File: config.mk
export PLATFORM = sky130hd
export DESIGN_NAME = mem_loader
export DESIGN_NICKNAME = d
export VERILOG_FILES = /design/src/rtl/mem_loader.sv
export SDC_FILE = /design/constraint.sdc
export NUM_CORES = 1
export LEC_CHECK = 0
export CORE_AREA = 2 2 81 121
export CTS_BUF_LIST = sky130_fd_sc_hd__clkbuf_4 sky130_fd_sc_hd__clkbuf_8
export DETAILED_ROUTE_END_ITERATION = 8
export DIE_AREA = 0 0 83 123
export PLACE_DENSITY = 0.75
export SYNTH_ARGS = -nofsm -noshare
export SYNTH_HDL_FRONTEND = slang
export SYNTH_SLANG_ARGS = --single-unit
File: constraint.sdc
create_clock -name clk -period 3.8 [get_ports clk]
set_input_delay 0.57 -clock clk [delete_from_list [all_inputs] [get_ports clk]]
set_output_delay 0.57 -clock clk [all_outputs]
set_load 0.01 [all_outputs]
File: src/rtl/mem_loader.sv
// mem_loader: streams 2^ADDR_W words from a valid/ready input into a memory
// write port. Optional checksum output when MEM_LOADER_CHECKSUM_EN is defined.
//
// Ports:
//   clk, rst_n       : clock, async active-low reset
//   start_load       : level request, rising edge starts a load
//   in_data/in_valid : input word stream
//   in_ready         : high while loading
//   mem_address/mem_data/mem_we : registered write port, 1-cycle latency
//   busy             : load in progress or final write still pending
//   load_done        : all words of the last load written
//   checksum         : (MEM_LOADER_CHECKSUM_EN) XOR of words accepted this load
module mem_loader #(
  parameter int ADDR_W = 5,
  parameter int DATA_W = 64
) (
  input  logic              clk,
  input  logic              rst_n,
  input  logic              start_load,
  input  logic [DATA_W-1:0] in_data,
  input  logic              in_valid,
  output logic              in_ready,
  output logic [ADDR_W-1:0] mem_address,
  output logic [DATA_W-1:0] mem_data,
  output logic              mem_we,
  output logic              busy,
`ifdef MEM_LOADER_CHECKSUM_EN
  output logic [DATA_W-1:0] checksum,
`endif
  output logic              load_done
);

  localparam logic [1:0] IDLE = 2'd0;
  localparam logic [1:0] LOAD = 2'd1;
  localparam logic [1:0] DONE = 2'd2;

  localparam logic [ADDR_W-1:0] LAST = '1;

  logic [1:0]        state_q, state_d;
  logic              start_q;
  logic [ADDR_W-1:0] cnt_q, cnt_d;
  logic [ADDR_W-1:0] addr_q, addr_d;
  logic [DATA_W-1:0] data_q, data_d;
  logic              we_q, we_d;
  logic              done_q, done_d;
  logic              start_pulse;
  logic              accept;
`ifdef MEM_LOADER_CHECKSUM_EN
  logic [DATA_W-1:0] sum_q, sum_d;
`endif

  always_comb begin
    start_pulse = start_load & ~start_q;
    accept      = in_valid & (state_q == LOAD);
    state_d     = state_q;
    cnt_d       = cnt_q;
    we_d        = accept;
    addr_d      = addr_q;
    data_d      = data_q;
    done_d      = done_q;
    case (state_q)
      IDLE: begin
        done_d = 1'b0;
        if (start_pulse) begin
          state_d = LOAD;
          cnt_d   = '0;
        end
      end
      LOAD: begin
        if (accept) begin
          cnt_d = cnt_q + ADDR_W'(1);
          if (cnt_q == LAST) begin
            state_d = DONE;
          end
        end
      end
      DONE: begin
        // we_q in DONE is the final write; done follows it by one cycle
        if (we_q) begin
          done_d = 1'b1;
        end
        if (start_pulse) begin
          state_d = LOAD;
          cnt_d   = '0;
          done_d  = 1'b0;
        end
      end
      default: begin
        state_d = IDLE;
        cnt_d   = '0;
        done_d  = 1'b0;
      end
    endcase
    if (accept) begin
      addr_d = cnt_q;
      data_d = in_data;
    end
  end

`ifdef MEM_LOADER_CHECKSUM_EN
  always_comb begin
    sum_d = sum_q;
    if (start_pulse && (state_q != LOAD)) begin
      sum_d = '0;
    end else if (accept) begin
      sum_d = sum_q ^ in_data;
    end
  end

  always_ff @(posedge clk or negedge rst_n) begin
    if (!rst_n) begin
      sum_q <= '0;
    end else begin
      sum_q <= sum_d;
    end
  end

  assign checksum = sum_q;
`endif

  always_ff @(posedge clk or negedge rst_n) begin
    if (!rst_n) begin
      state_q <= IDLE;
      start_q <= 1'b0;
      cnt_q   <= '0;
      addr_q  <= '0;
      data_q  <= '0;
      we_q    <= 1'b0;
      done_q  <= 1'b0;
    end else begin
      state_q <= state_d;
      start_q <= start_load;
      cnt_q   <= cnt_d;
      addr_q  <= addr_d;
      data_q  <= data_d;
      we_q    <= we_d;
      done_q  <= done_d;
    end
  end

  // we_q can only be high in LOAD or right after the final accept
  assign in_ready    = (state_q == LOAD);
  assign busy        = (state_q == LOAD) | we_q;
  assign mem_we      = we_q;
  assign mem_address = addr_q;
  assign mem_data    = data_q;
  assign load_done   = done_q;

endmodule

# Yosys cells after proc, flatten, opt, wreduce, memory -nomap -nowiden

Cells that the tools add are included.

Logic and storage cells: 35
Output and inout port bits: 73
Register bits: 79
Bits of input ports: 68

Reduce and logical (&&, ||, !) cells: 5
Equality and inequality tests: 7
Bitwise logic cells: 5
$add $sub $neg: 1
Muxes and demuxes: 10

Operator list:

| cell                | number |
|---|---|
| $mux 5              | 2 |
| $pmux 5 s2          | 1 |
| $mux 2              | 3 |
| $ne 2x1->1 const B  | 3 |
| $add 5x1->5 const B | 1 |
| $eq 5x5->1 const B  | 1 |
| $pmux 2 s2          | 1 |
| $reduce_and 2->1    | 2 |
| $ne 3x3->1 const B  | 1 |
| $reduce_and 3->1    | 1 |
| $and 1x1->1         | 2 |
| $eq 2x1->1 const B  | 1 |
| $eq 2x2->1 const B  | 1 |
| $logic_not 2->1     | 1 |
| $mux 1              | 2 |
| $not 1->1           | 2 |
| $pmux 1 s2          | 1 |
| $reduce_or 2->1     | 1 |
| $or 1x1->1          | 1 |

# Longest topological paths before layout

Word-level depth: 4
Depth in mapped cells: 7
Gate-level depth less buffers: 5

# Least setup slack after synthesis

Ideal clock, no wire load.

Path kind: register to register
From: reg state_q[0]
To: reg data_q[39], in the netlist mem_data[39]
Path slack: 2347 ps
Clock period less this slack: 1453 ps
Data arrival time: 1326 ps
Setup time: 127 ps
Stages on the path, launching flop included: 8
Buffers on the path: 2
Data required time: 3673 ps
Cell sequence: dfrtp_1 nand2b_4 inv_6 nand2_8 inv_8 buf_12 buf_12 mux2_1

Cells in the longest elaborated chain, start to end: 2

RTL lines:

| item                   | line | text |
|---|---|---|
| from (decl)            | 39   | `logic [1:0] state_q, state_d;` |
| from (signal assigned) | 131  | `state_q <= state_d;` |
| $eq 2x1->1             | n/a  |  |
| via in_ready           | 22   | `output logic in_ready,` |
| $and 1x1->1            | 54   | `accept = in_valid & (state_q == LOAD);` |
| via accept             | 47   | `logic accept;` |
| to (signal assigned)   | 135  | `data_q <= data_d;` |
| to (decl)              | 43   | `logic [DATA_W-1:0] data_q, data_d;` |

The timed path passes the listed nets, and every way through them passes these cells.
A chain may end at the register's enable or synchronous reset.

# Worst setup path in the final report

From: reg state_q[0]
To: out in_ready

Cells in the longest elaborated chain, start to end: 1

RTL lines:

| item       | line | text |
|---|---|---|
| $eq 2x1->1 | 142  | `assign in_ready = (state_q == LOAD);` |
| to (decl)  | 22   |  |

No other way between the ends.

==> reports/metrics.yaml <==
outcome:
  status: "finished, final reports clean"
cells_and_area:
  final_nets: 398
  drive_gt1_share_pct: 27.03
  final_util_pct: 51.98
  final_cells: 445
  areaGrowthSynthToFinish_pct: 52.76
  seq_area_um2: 1977
  multi_input_area_um2: 1044
  finish.instance_area_um2: 4782
  insertedDiodeCount: 0
  fillers: 778
place:
  gp_congestion: 0.7569
  placed_area_um2: 4579
  dp_cells: 429
  hpwl_um: 4845
  place_ws_ns: 1.507
  port_buffers: 140
min_path:
  hold_class: "input pin to asynchronous set/reset pin"
global_routing:
  first_global_vias: 2157
  grt_pass1_wl_um: 10940
  grt_use_total_pct: 13.65
  grt_max_degree: 80
  grt-ovfl-total: 0
  antenna_found_initial: 0
detailed_routing:
  drt-wirelength-per-cell_um: 15.38
  drtIter0Drc: 57
  num_vias: 2051
  firstDrtPassIters: 3
  drc: 0
  post_drt_via_cell_ratio: 4.609
  ant_nets: 0
  totalWireLength_um: 6844
logic_synthesis:
  synthTopCellsByArea: "dfrtp_1 63%, mux2_2 19%, mux2_4 7.2%, buf_12 1.9%, buf_4 0.96%"
  syn_inst: 184
  synth-async-reset-ratio_pct: 100.0
  syn_nets: 254
  ys_top_cells_by_count: "79 x dfrtp_1, 54 x mux2_2, 15 x mux2_4"
  synthAdderAreaFrac_pct: 0.7994
  synth_top_family_by_area: "multiplexers"
  synth-compound-area-share_pct: 2.118
  synth.yosys.seq_area_share_pct: 63.15
  ys_seq_elements: 79
  synth_edf_count: 0
  synth_ff_type: "dfrtp_1"
  muxShareOfSynthArea_pct: 26.98
  postSynthAreaPerCell_um2: 17.01
  synth_cell_type_count: 25
  yosysMostFrequentCell: "dfrtp_1"
  synth_area_um2: 3131
  synth_xor_area_share_pct: 0.2798
  synth_top_area_share_pct: 63.15
  synth_area_leader_cell: "dfrtp_1"
  yosys.area_share.simple_pct: 3.157
  ys_warn_count: 0
die:
  placementRows: 43
  design.core.area_um2: 9200
  start_util_pct: 34.03
  die_area_um2: 10210
  dieHeight_um: 123
  ios: 141
  die_width_um: 83
setup_path:
  r2r-end: "mem_data[60]"
  critPathMaxFanout: 7
  crit_required_ns: 3.23
  r2r_setup_slack_ns: 2.04
  start_kind: "register"
  ff2ff_path_depth: 5
  r2r_start: "state_q[0]"
  path_class: "register to primary output"
  arrival_ns: 1.61
  critPathCaptureType: "primary output"
  crit_start: "state_q[0]"
timing:
  max_freq_mhz: 458.1
  setup_tns_ns: 0
  fin_skew_ns: 0.009117
  finalCriticalPeriod_ns: 2.183
  rsz0062_at_grt: "false"
  setup_slack_ns: 1.617
  worst_slew_pin_slew_ns: 1.001
  slew_headroom_pct: 33.28
  finalHoldViolCount: 0
  maxSlewViolCount: 0
  fin_crit_sh_pct: 57.45
  fin_hold_ws_ns: 0.3859
  report.final.setup_viol: 0
cts:
  post_cts_buffers: 0
  cts_max_level: 3
  path_clk_slew_ns: 0.08
  ctsHoldBuffers: 0
  clk_latency_ns: 0.35
  cts-buffers-inserted: 9
  cts.sinks: 79
  cts_tree: "done"
  cts_resized: 0
  cts_buffer_depth: 2
  cts-root-buf: "clkbuf_8"
job:
  max-cap-violations: 0
pwr:
  p_leak_nw: 1.996
  p_per_area_nw_per_um2: 695.1
  power_mw: 3.324
  irDropWorstVdd_mv: 0.3719
[layer usage]
metal / share of wire [%] / GRT usage (%) / vias up
met5: 0 / 0 / -
met4: 2.1 / 7.070 / 0
met3: 7.3 / 5.207 / 13
met2: 52 / 22.33 / 84
met1: 39 / 15.61 / 1019
li1: - / - / 935
[cells in the final DEF, fill, tap and decap left out]
cell type / n
nor2b_1: 2
and3_1: 1
xor2_1: 1
o31ai_1: 1
clkbuf_4: 1
inv_6: 1
mux2_4: 15
bufinv_16: 1
clkinv_2: 1
and4_1: 1
buf_4: 1
o2bb2ai_1: 1
nand2b_4: 1
a21oi_1: 1
nand2_1: 4
nand2b_1: 2
dfrtp_1: 79
mux2_2: 54
o22ai_1: 3
ha_1: 2
o221ai_1: 1
and2_1: 1
clkinvlp_4: 3
a22o_1: 2
clkdlybuf4s50_1: 139
mux2_1: 1
nor2_1: 1
inv_8: 1
nand2_8: 1
clkbuf_8: 10
[critical path: stages, from the launching register on]
cell and delay (ns):
dfrtp_1 0.50, nand2b_4 0.13, inv_6 0.11, clkdlybuf4s50_1 0.54
[how the worst max path moves through the flow]
stage / end / slack, ns / depth (start not counted)
5_1_grt: in_ready / 1.53 / 3
2_1_floorplan: mem_data[39] / 2.35 / 7
4_1_cts: in_ready / 1.58 / 3
3_5_place_dp: mem_data[57] / 1.51 / 4
3_3_place_gp: mem_data[55] / 1.56 / 4
6_report: in_ready / 1.62 / 3
[state kept, by name (all words and copies together) (netlist names)]
| signal | count |
|---|---|
| mem_address | 5 |
| state_q | 2 |
| mem_data | 64 |
| load_done | 1 |
| start_q | 1 |
| mem_we | 1 |
| cnt_q | 5 |
[kinds of logic after synthesis]
family                   after synthesis
AND/OR/NAND/NOR                       14
adder cells (fa/ha/maj)                2
XOR/XNOR                               1
flip-flops                            79
AO/OA/AOI/OAI                          9
buffers and inverters                  9
multiplexers                          70
[final cells by class]
type                       count  area share (%)
timing repair buffer         140           29.25
inverter                       2          0.4186
tap                          112           2.930
sequential                    79           41.34
multi-input combinational     96           21.82
clock inverter                 5           1.204
clock buffer                  11           3.035
[power by group]
group	switching, mW	internal (mW)	total [mW]
combinational	0.507	0.870	1.38
clock	0.302	0.328	0.629
sequential	0.178	1.14	1.32
total	0.987	2.34	3.32
Note: power is estimated with default switching activity, not from simulation.
